`config.mk`:
```
export PLATFORM = sky130hd
export DESIGN_NAME = div_sign_fix_hilo
export DESIGN_NICKNAME = d
export VERILOG_FILES = /design/src/rtl/div_sign_fix_hilo.sv
export SDC_FILE = /design/constraint.sdc
export NUM_CORES = 1
export LEC_CHECK = 0
export ABC_AREA = 1
export BUFFER_PORTS_ARGS = -buffer_cell sky130_fd_sc_hd__buf_4
export CORE_AREA = 2 2 140 142
export DETAILED_ROUTE_END_ITERATION = 8
export DIE_AREA = 0 0 142 144
export PLACE_DENSITY_LB_ADDON = 0.2
export SETUP_SLACK_MARGIN = 0.3
export SLEW_MARGIN = 20
export SYNTH_ARGS = -nofsm -noshare
export SYNTH_HDL_FRONTEND = slang
export SYNTH_SLANG_ARGS = --single-unit
export TNS_END_PERCENT = 30
```
`constraint.sdc`:
```
create_clock -name clk -period 1.66 [get_ports clk]
set_input_delay 0.083 -clock clk [delete_from_list [all_inputs] [get_ports clk]]
set_output_delay 0.083 -clock clk [all_outputs]
set_load 0.01 [all_outputs]
```
`src/rtl/div_sign_fix_hilo.sv`:
```
// Divider writeback stage: applies truncating signed correction to the core's magnitudes
// and commits them to HI (remainder) / LO (quotient); also owns the mthi/mtlo write path.
module div_sign_fix_hilo #(
  parameter int unsigned WIDTH = 32
) (
  input  logic             clk,
  input  logic             clr,
  input  logic             res_valid,
  output logic             res_ready,
  input  logic [WIDTH-1:0] quot_mag,
  input  logic [WIDTH:0]   rem_mag,
  input  logic             is_signed,
  input  logic             dividend_sign,
  input  logic             divisor_sign,
  input  logic             div_zero,
  input  logic             hi_we,
  input  logic             lo_we,
  input  logic [WIDTH-1:0] wr_data,
  output logic [WIDTH-1:0] hi_q,
  output logic [WIDTH-1:0] lo_q,
  output logic             done,
  output logic             dz_flag
);

  typedef enum logic [1:0] {StIdle, StFix, StCommit} state_e;

  state_e           state_q, state_d;
  logic [WIDTH-1:0] quot_q, quot_d;
  logic [WIDTH-1:0] rem_q, rem_d;
  logic             neg_quot_q, neg_quot_d;
  logic             neg_rem_q, neg_rem_d;
  logic             dz_q, dz_d;
  logic [WIDTH-1:0] hi_d, lo_d;
  logic             done_d, dz_flag_d;

  // The core's remainder carries a spare top bit that this stage never needs.
  logic unused_rem_msb;
  assign unused_rem_msb = rem_mag[WIDTH];

  always_comb begin
    state_d    = state_q;
    quot_d     = quot_q;
    rem_d      = rem_q;
    neg_quot_d = neg_quot_q;
    neg_rem_d  = neg_rem_q;
    dz_d       = dz_q;
    hi_d       = hi_q;
    lo_d       = lo_q;
    dz_flag_d  = dz_flag;
    done_d     = 1'b0;
    res_ready  = 1'b0;

    unique case (state_q)
      StIdle: begin
        res_ready = 1'b1;
        if (res_valid) begin
          quot_d     = quot_mag;
          rem_d      = rem_mag[WIDTH-1:0];
          neg_quot_d = is_signed & (dividend_sign ^ divisor_sign);
          neg_rem_d  = is_signed & dividend_sign;
          dz_d       = div_zero;
          state_d    = StFix;
        end
      end
      StFix: begin
        // Two's complement wraps, so -2^31 / -1 naturally commits 0x80000000.
        if (neg_quot_q) quot_d = -quot_q;
        if (neg_rem_q)  rem_d  = -rem_q;
        state_d = StCommit;
      end
      StCommit: begin
        if (!dz_q) begin
          hi_d = rem_q;
          lo_d = quot_q;
        end
        dz_flag_d = dz_q;
        done_d    = 1'b1;
        state_d   = StIdle;
      end
      default: state_d = StIdle;
    endcase

    // mthi/mtlo are younger in program order than the divide, so they win.
    if (hi_we) hi_d = wr_data;
    if (lo_we) lo_d = wr_data;
  end

  always_ff @(posedge clk) begin
    if (clr) begin
      state_q    <= StIdle;
      quot_q     <= '0;
      rem_q      <= '0;
      neg_quot_q <= 1'b0;
      neg_rem_q  <= 1'b0;
      dz_q       <= 1'b0;
      hi_q       <= '0;
      lo_q       <= '0;
      done       <= 1'b0;
      dz_flag    <= 1'b0;
    end else begin
      state_q    <= state_d;
      quot_q     <= quot_d;
      rem_q      <= rem_d;
      neg_quot_q <= neg_quot_d;
      neg_rem_q  <= neg_rem_d;
      dz_q       <= dz_d;
      hi_q       <= hi_d;
      lo_q       <= lo_d;
      done       <= done_d;
      dz_flag    <= dz_flag_d;
    end
  end

endmodule

```
=== Word-level counts from Yosys, hierarchy flattened ===
Cells that the tools add are included.

* Bits in registers: 135
* Bits of input ports: 106
* Logic and storage cells: 47

* Add/sub/neg operators: 2
* Eq/ne operators: 7
* Bitwise operators: 3
* Reduce and logical (&&, ||, !) cells: 9
* Multiplexer cells: 16

{| class="wikitable"
|+ Operator list
! kind !! number
|-
| $mux 32 || 10
|-
| $pmux 32 s2 || 2
|-
| $neg 32->32 || 2
|-
| $ne 2x2->1 const B || 5
|-
| $reduce_and 2->1 || 3
|-
| $reduce_and 3->1 || 2
|-
| $reduce_bool 2->1 || 3
|-
| $pmux 2 s2 || 1
|-
| $and 1x1->1 || 2
|-
| $eq 2x1->1 const B || 1
|-
| $eq 2x2->1 const B || 1
|-
| $logic_not 2->1 || 1
|-
| $mux 1 || 2
|-
| $mux 2 || 1
|-
| $xor 1x1->1 || 1
|}

=== Logic depth before layout (Yosys ltp) ===
Gate-level depths: netlist of the first run.

* Depth in word-level cells: 3
* Gate-level depth with buffers: 11

=== Worst setup path after synthesis of the first run ===
Ideal clock, no wire load.

* Path kind: register to register
* From: register quot_q[0]
* To: register quot_q[26]
* Buffers on the path: 0
* Library setup time: 132 ps
* Data arrival time: 1441 ps
* Stages on the path, launching flop included: 10
* Path slack: 87 ps
* Required time: 1528 ps
* Cell sequence: dfxtp_1 inv_1 ha_1 nand3_1 nor2_1 nand2_1 o21ai_0 nand3_1 nand2_1 a21oi_1

* Word-level cells in the longest chain between the ends: 3

{| class="wikitable"
|+ Ends and longest elaborated chain
! element !! line !! RTL
|-
| start: declaration || 28 || <nowiki>logic [WIDTH-1:0] quot_q, quot_d;</nowiki>
|-
| start signal: assignment || 102 || <nowiki>quot_q <= quot_d;</nowiki>
|-
| $neg 32->32 || 67 || <nowiki>if (neg_quot_q) quot_d = -quot_q;</nowiki>
|-
| $mux 32 || 67 ||
|-
| $pmux 32 s2 || 53 || <nowiki>unique case (state_q)</nowiki>
|}

Every way passes these cells. The select of a mux whose other input is x is not followed.
A chain may end at the register's enable or synchronous reset.

=== Worst setup path in the final report of the first run ===
* From: register state_q[1]
* To: register quot_q[31]

* Word-level cells in the longest chain between the ends: 3
* Elaborated cells between the ends (all ways): 7
* Those cells by class: eq/ne (3); mux (1); reduce/logical (3)

{| class="wikitable"
|+ Ends and longest elaborated chain
! element !! line !! RTL
|-
| start: declaration || 27 || <nowiki>state_e state_q, state_d;</nowiki>
|-
| start signal: assignment || 90 || <nowiki>state_q <= StIdle;</nowiki>
|-
| start signal: assignment || 101 || <nowiki>state_q <= state_d;</nowiki>
|-
| $eq 2x1->1 / $logic_not 2->1 (equally long branches) || 53 ||
|-
| $ne 2x2->1 (no source line) / $reduce_bool 2->1 (equally long branches) || - ||
|-
| $reduce_and 3->1 (no source line) || - ||
|}

Several ways; a longest one is shown, not always the timed one.

==> results.md, run 1 <==
* Largest stage delay, worst path at 340 ps
* Largest net degree at the start of global routing at 58
* Die H at 144 um
* Most used cell, CP: inv_2
* Setup violators final at 0
* FF+latch count, synth at 135
* Top cells by area, synth: dfxtp_1 (36%), nand2_1 (13%), a21oi_1 (12%)
* Peak VDD IR at 0.8124 mV
* Power per cell area at 959.0 mW/mm^2
* Fin util at 59.56%
* Later-pin clock latency in the skew report at 430 ps
* Worst Tran Pin Value at 617.3 ps
* Worst slew margin at 58.85%
* CP max stage cell: dfxtp_2
* Unique masters post-synth at 26
* Die ar. at 0.02045 sq mm
* IO Pins at 173
* H-tree depth at 4
* Post-Synthesis Cell Area at 0.007470 sq mm
* Drt via density at 5.336
* Vias after detailed routing at 9231
* Worst Setup Path Type: reg2reg
* Synth Flop Type: dfxtp_1
* Fin crit share at 95.68%
* # nets final at 1586
* DRC Markers at 0
* Num CTS Buffers at 17
* Std cell rows at 51
* Synth area leader: dfxtp_1
* DR WL/cell at 17.69 um
* Clk buf depth at 2
* Async set or reset register ratio after synthesis at 0%
* Starting DRC count in detailed routing at 751
* First-pass GRT wire length at 45260 um
* CP startpoint kind: flop
* Mapped Cells at 1218
* Final HPWL DP at 20260 um
* Pins Over Slew Limit at 0
* Syn Area/Cell at 6.133 sq um
* Post-synth EDFFs at 0
* Synthesis-to-layout area growth at 52.14%
* RSZ-0062 raised after global routing: yes
* Vias in the first global route at 8629
* CP bufs+invs at 5
* FILL cells at 1759
* Sink Count at 135
* Layout Skew at 7.903 ps
* Critical-path cell list: inv_2 -> nand2_4 -> nor2_4 -> inv_2 -> a21oi_4 -> buf_6 -> buf_12 -> o21ai_0 -> inv_1 -> nand2_1 -> a21oi_1
* Hold slack final at 10.26 ps
* CP arrival at 1940 ps
* Core area at 0.01908 sq mm
* Synthesis Warnings at 0
* Max cap viols at 0
* Area of the multi-input gates at 0.004547 sq mm
* Endpoint class of the critical path: flop
* Grt ovf at 0
* Register clock-pin slew on the reported worst setup and hold paths at 60 ps
* WL final at 30610 um
* Crit path max-delay family: buffers and inverters
* CTS tree: yes
* Top-count cell post-synth: nand2_1
* Synth top area share at 36.18%
* # port buffers at 171
* Routability cong. at 0.9131
* Share of cells above drive strength 1 at 27.83%
* CP max FO at 5
* Sequential Area at 0.002725 sq mm
* Status: complete, no violations
* Leak pwr at 5.042 nW
* Post-synthesis sequential area ratio at 36.18%
* Syn Nets at 1326
* Die W at 142 um
* Starting Density at 39.15%
* Min Tclk post-route at 1588 ps
* 1st-pass router iterations at 6
* Hold Violations, Final at 0
* Post-route ant nets at 0
* Max Clk Rate at 629.6 MHz
* Setup TNS at 0 ps
* Min-Delay Path Class: in2reg
* CTS root buf: clkbuf_16
* GRT Total Usage at 28.67%
* Post-synth top cells: nand2_1 (257), nor2_1 (199), a21oi_1 (180)
* Required time of the critical path at 2020 ps
* Initial antenna violation count at 0
## kinds of logic (layout without fill, tap and decap cells)
family | after synthesis | count (layout) | synth area share [%]
adders and majority gates | 2 | 2 | 0.3350
buffers and inverters | 180 | 453 | 9.330
and+or+nand+nor | 530 | 530 | 28.22
DFF | 135 | 135 | 36.18
other | 0 | 1 | 0
AOI/OAI and AO/OA | 364 | 364 | 25.11
xor gates and xnor gates | 7 | 7 | 0.8208
## final cells by class
cell class	instances	area share, %
Timing Repair inverter	3	0.3193
Multi-Input combinational cell	903	40.01
Timing Repair Buffer	302	24.05
Antenna cell	1	0.02202
Inverter	116	4.206
Sequential cell	135	23.98
Clock inverter	8	0.6496
Clock buffer	24	4.151
Tap cell	238	2.620
## layout by cell type (no fill, tap or decap), drive strengths merged, types with 3 or more instances in the layout
cell type      n
a21oi        182
nand2        258
o21bai         3
xor2           7
a31oi         21
nand4          8
clkinv        11
o21ai        156
nor2         201
inv          112
dfxtp        135
dlygate4sd3   57
buf          242
clkbuf        27
nand3         60
## flip-flops by register name, summed over array words and instances (netlist names)
signal,count
done,1
dz_flag,1
dz_q,1
hi_q,32
lo_q,32
neg_quot_q,1
neg_rem_q,1
quot_q,32
rem_q,32
state_q,2
## worst min-delay path: cells and delay by family
kind,cells,cell delay (ps)
AOI/OAI and AO/OA,2,150
and+or+nand+nor,1,40
buffers and inverters,2,120
## path summary, 6_finish.rpt
kind                end  slack, ps  cells after the start   startpoint
max          quot_q[31]         70                     11   state_q[1]
min           rem_q[31]         10                      5  rem_mag[31]
max reg2reg  quot_q[31]         70                     11   state_q[1]
min reg2reg  quot_q[31]        500                      2   quot_q[31]
## power by group
| part | switching, mW | internal, mW | total (mW) |
|---|---|---|---|
| Clock | 1.48 | 2.13 | 3.61 |
| Sequential | 0.283 | 3.52 | 3.80 |
| Combinational | 1.99 | 1.49 | 3.49 |
| Total | 3.76 | 7.14 | 10.9 |
## timing repair
item | CTS | global route
hold buffers | 57 | 0
endpoints found under the hold margin | 79 | 0
resized for setup | 95 | 109
buffers inserted | 18 | 6
endpoints found under the setup margin | 126 | 128
pin swaps | 15 | 30
gates cloned | 5 | 5
## routing by layer
metal  vias up  GRT usage (%)  share of wire (%)
li1       4516              -                  -
met5         -              0                  0
met4         0          14.37                4.2
met3        83          3.841                4.8
met1      4276          35.45                 42
met2       356          49.15                 49
## through the flow
stage | setup slack, ps | cells | instance area, sq um | total power, mW
floorplan | 229.3 | 1218 | 7533 | 5.383
global placement | -18.04 | 1606 | 9285 | 6.528
detailed placement | -89.24 | 1606 | 9285 | 6.544
CTS | 81.44 | 1718 | 10920 | 10.54
global route | 9.312 | 1729 | 11360 | 11.40
finish | 71.74 | 1730 | 11360 | 10.90
Note: power is estimated with default switching activity, not from simulation.
==> inputs of run 2 (changes only) <==
--- a/config.mk
+++ b/config.mk
@@ -10,7 +10,7 @@
 export CORE_AREA = 2 2 140 142
 export DETAILED_ROUTE_END_ITERATION = 8
 export DIE_AREA = 0 0 142 144
-export PLACE_DENSITY_LB_ADDON = 0.2
+export PLACE_DENSITY = 0.68
 export SETUP_SLACK_MARGIN = 0.3
 export SLEW_MARGIN = 20
 export SYNTH_ARGS = -nofsm -noshare
==> results.md, run 2 (same netlist as run 1, synthesis figures left out) <==
* Status: finished with violations
* Failing checks: setup timing
* Area of the multi-input gates at 0.004845 sq mm (+6.5%)
* Commonest cells after routing, fill and taps aside: nand2_1 (238), buf_4 (232), nor2_1 (154), a21oi_1 (153), dfxtp_1 (120)
* Min-Delay Path Class: in2reg
* Grt ovf at 0 (unchanged)
* CTS tree: yes
* Die ar. at 0.02045 sq mm (unchanged)
* Post-place instance area at 0.009245 sq mm (-0.43%)
* Std cell rows at 51 (unchanged)
* # nets final at 1622 (+2.3%)
* 1st-pass router iterations at 6 (unchanged)
* CTS root buf: clkbuf_16
* Register clock-pin slew on the reported worst setup and hold paths at 70 ps (about the same)
* Later-pin clock latency in the skew report at 440 ps (about the same)
* R2r startpoint: state_q[0]
* Sequential Area at 0.002736 sq mm (+0.41%)
* Final HPWL DP at 19980 um (-1.4%)
* Placed cells at 1609 (+0.19%)
* FILL cells at 1599 (-9.1%)
* CP max FO at 10 (+5)
* Sink Count at 135 (unchanged)
* Worst setup margin at -41.90 ps (-113.6 ps)
* Origin of the worst min-delay path: quot_mag[25]
* Largest net degree at the start of global routing at 49 (-16%)
* # port buffers at 171 (unchanged)
* Vias after detailed routing at 9766 (+5.8%)
* Drt via density at 5.533 (+3.7%)
* Max cap viols at 0 (unchanged)
* Synthesis-to-layout area growth at 62.93%
* CP startpoint kind: flop
* Initial antenna violation count at 0 (unchanged)
* Max Clk Rate at 587.6 MHz (-6.7%)
* DRC Markers at 0 (unchanged)
* Power per cell area at 958.2 mW/mm^2 (about the same)
* Routability cong. at 0.9073 (-0.64%)
* DR WL/cell at 18.34 um (+3.7%)
* Critical Path Start: state_q[0]
* WL final at 32380 um (+5.8%)
* First-pass GRT wire length at 43850 um (-3.1%)
* RSZ-0062 raised after global routing: yes
* Pins Over Slew Limit at 0 (unchanged)
* Dpl ws at -126.5 ps (-37.29 ps)
* Fin crit share at 102.5% (+6.8 points)
* Setup TNS at -41.90 ps (-41.90 ps)
* Setup violators final at 1 (+1)
* Largest stage delay, worst path at 330 ps (about the same)
* GRT Total Usage at 27.47% (-1.2 points)
* Leak pwr at 5.371 nW (+6.5%)
* Most common library cell in the layout ignoring fill and taps: nand2_1
* Fin util at 63.79% (+4.2 points)
* Worst Tran Pin Value at 692.1 ps (+74.82 ps)
* Core area at 0.01908 sq mm (unchanged)
* Inserted Diodes at 0 (-1)
* Clk buf depth at 2 (unchanged)
* Most used cell, CP: buf_6
* CP max stage cell: dfxtp_2
* Final non-filler cell area at 0.01217 sq mm (+7.1%)
* Starting Density at 39.15% (unchanged)
* Num CTS Buffers at 17 (unchanged)
* CP arrival at 2060 ps (+120 ps)
* Worst Setup Path Type: reg2reg
* Min Tclk post-route at 1702 ps (+113.6 ps)
* Starting DRC count in detailed routing at 1250 (+66%)
* Die H at 144 um (unchanged)
* Hold Violations, Final at 0 (unchanged)
* Endpoint class of the critical path: flop
* Die W at 142 um (unchanged)
* Post-route ant nets at 0 (unchanged)
* Worst slew margin at 53.86% (-5.0 points)
* IO Pins at 173 (unchanged)
* Required time of the critical path at 2020 ps (about the same)
* Share of cells above drive strength 1 at 33.92% (+6.1 points)
* Critical-path cell list: inv_2 -> nor2_4 -> buf_6 -> clkinv_8 -> a21oi_4 -> buf_12 -> buf_6 -> buf_16 -> o21ai_0 -> a31oi_1
* Layout Skew at 8.449 ps (+0.5459 ps)
* Vias in the first global route at 8537 (-1.1%)
* Peak VDD IR at 0.7790 mV (-4.1%)
* Post-route insts no fill at 1765 (+2.0%)
* H-tree depth at 4 (unchanged)
-- run 2: cell types whose count changed in the layout (fill, tap and decap cells not counted), moves of 5 or more --
cell and delta:
buf_6 +12, o21ai_0 -50, buf_4 +17, o21ai_1 +9, a21oi_2 +23, clkbuf_16 +8
nand2_1 +6, nand2_2 -7, o21ai_2 +37, nor2_4 +5, a21oi_1 -25
-- run 2: layer usage --
layer | vias up | GRT usage (%) | wire (um)
met4 | 0 | 10.00 | 1591
met5 | - | 0 | 0
li1 | 4605 | - | -
met3 | 108 | 4.636 | 2080
met1 | 4566 | 34.58 | 12770
met2 | 487 | 47.42 | 15940
-- run 2: worst max-delay path: cells and delay by family, from the launching register on --
kind / cells / cell delay [ps]
simple gates: 1 / 130
buf+inv: 6 / 660
compound gates: 3 / 490
flops: 1 / 330
-- run 2: power breakdown --
part	leakage, nW	switching [mW]	internal [mW]
Sequential	1.12	0.296	3.52
Clock	0.291	1.62	2.37
Combinational	3.96	2.17	1.69
-- run 2: through the flow --
step | hold WS (ps) | total power, mW
after floorplan | 217.9 | 5.383
after global placement | 320.4 | 6.487
after detailed placement | 327.8 | 6.513
after CTS | 8.750 | 10.87
after global routing | 30.50 | 12.14
final | 8.776 | 11.66
-- run 2: area by class of cell --
cell class / count / share of cell area, %
Clock buffer: 18 / 3.526
Clock inverter: 14 / 1.419
Inverter: 116 / 4.081
Multi-Input combinational cell: 903 / 39.81
Sequential cell: 135 / 22.48
Tap cell: 238 / 2.447
Timing Repair Buffer: 341 / 26.24
-- run 2: what timing repair did --
action | in CTS | in global routing
gates resized for setup | 84 | 272
pin swaps | 17 | 60
cloned | 2 | 16
hold endpoints to repair | 86 | 0
endpoints found under the setup margin | 126 | 128
buffers inserted | 22 | 24
hold buffers | 60 | 0
-- run 2: final timing paths --
kind | to | slack (ps) | cells after the start
setup / recovery | quot_q[1] | -40 | 10
setup reg to reg | quot_q[1] | -40 | 10
hold / removal | quot_q[25] | 9 | 5
hold reg to reg | rem_q[31] | 490 | 2
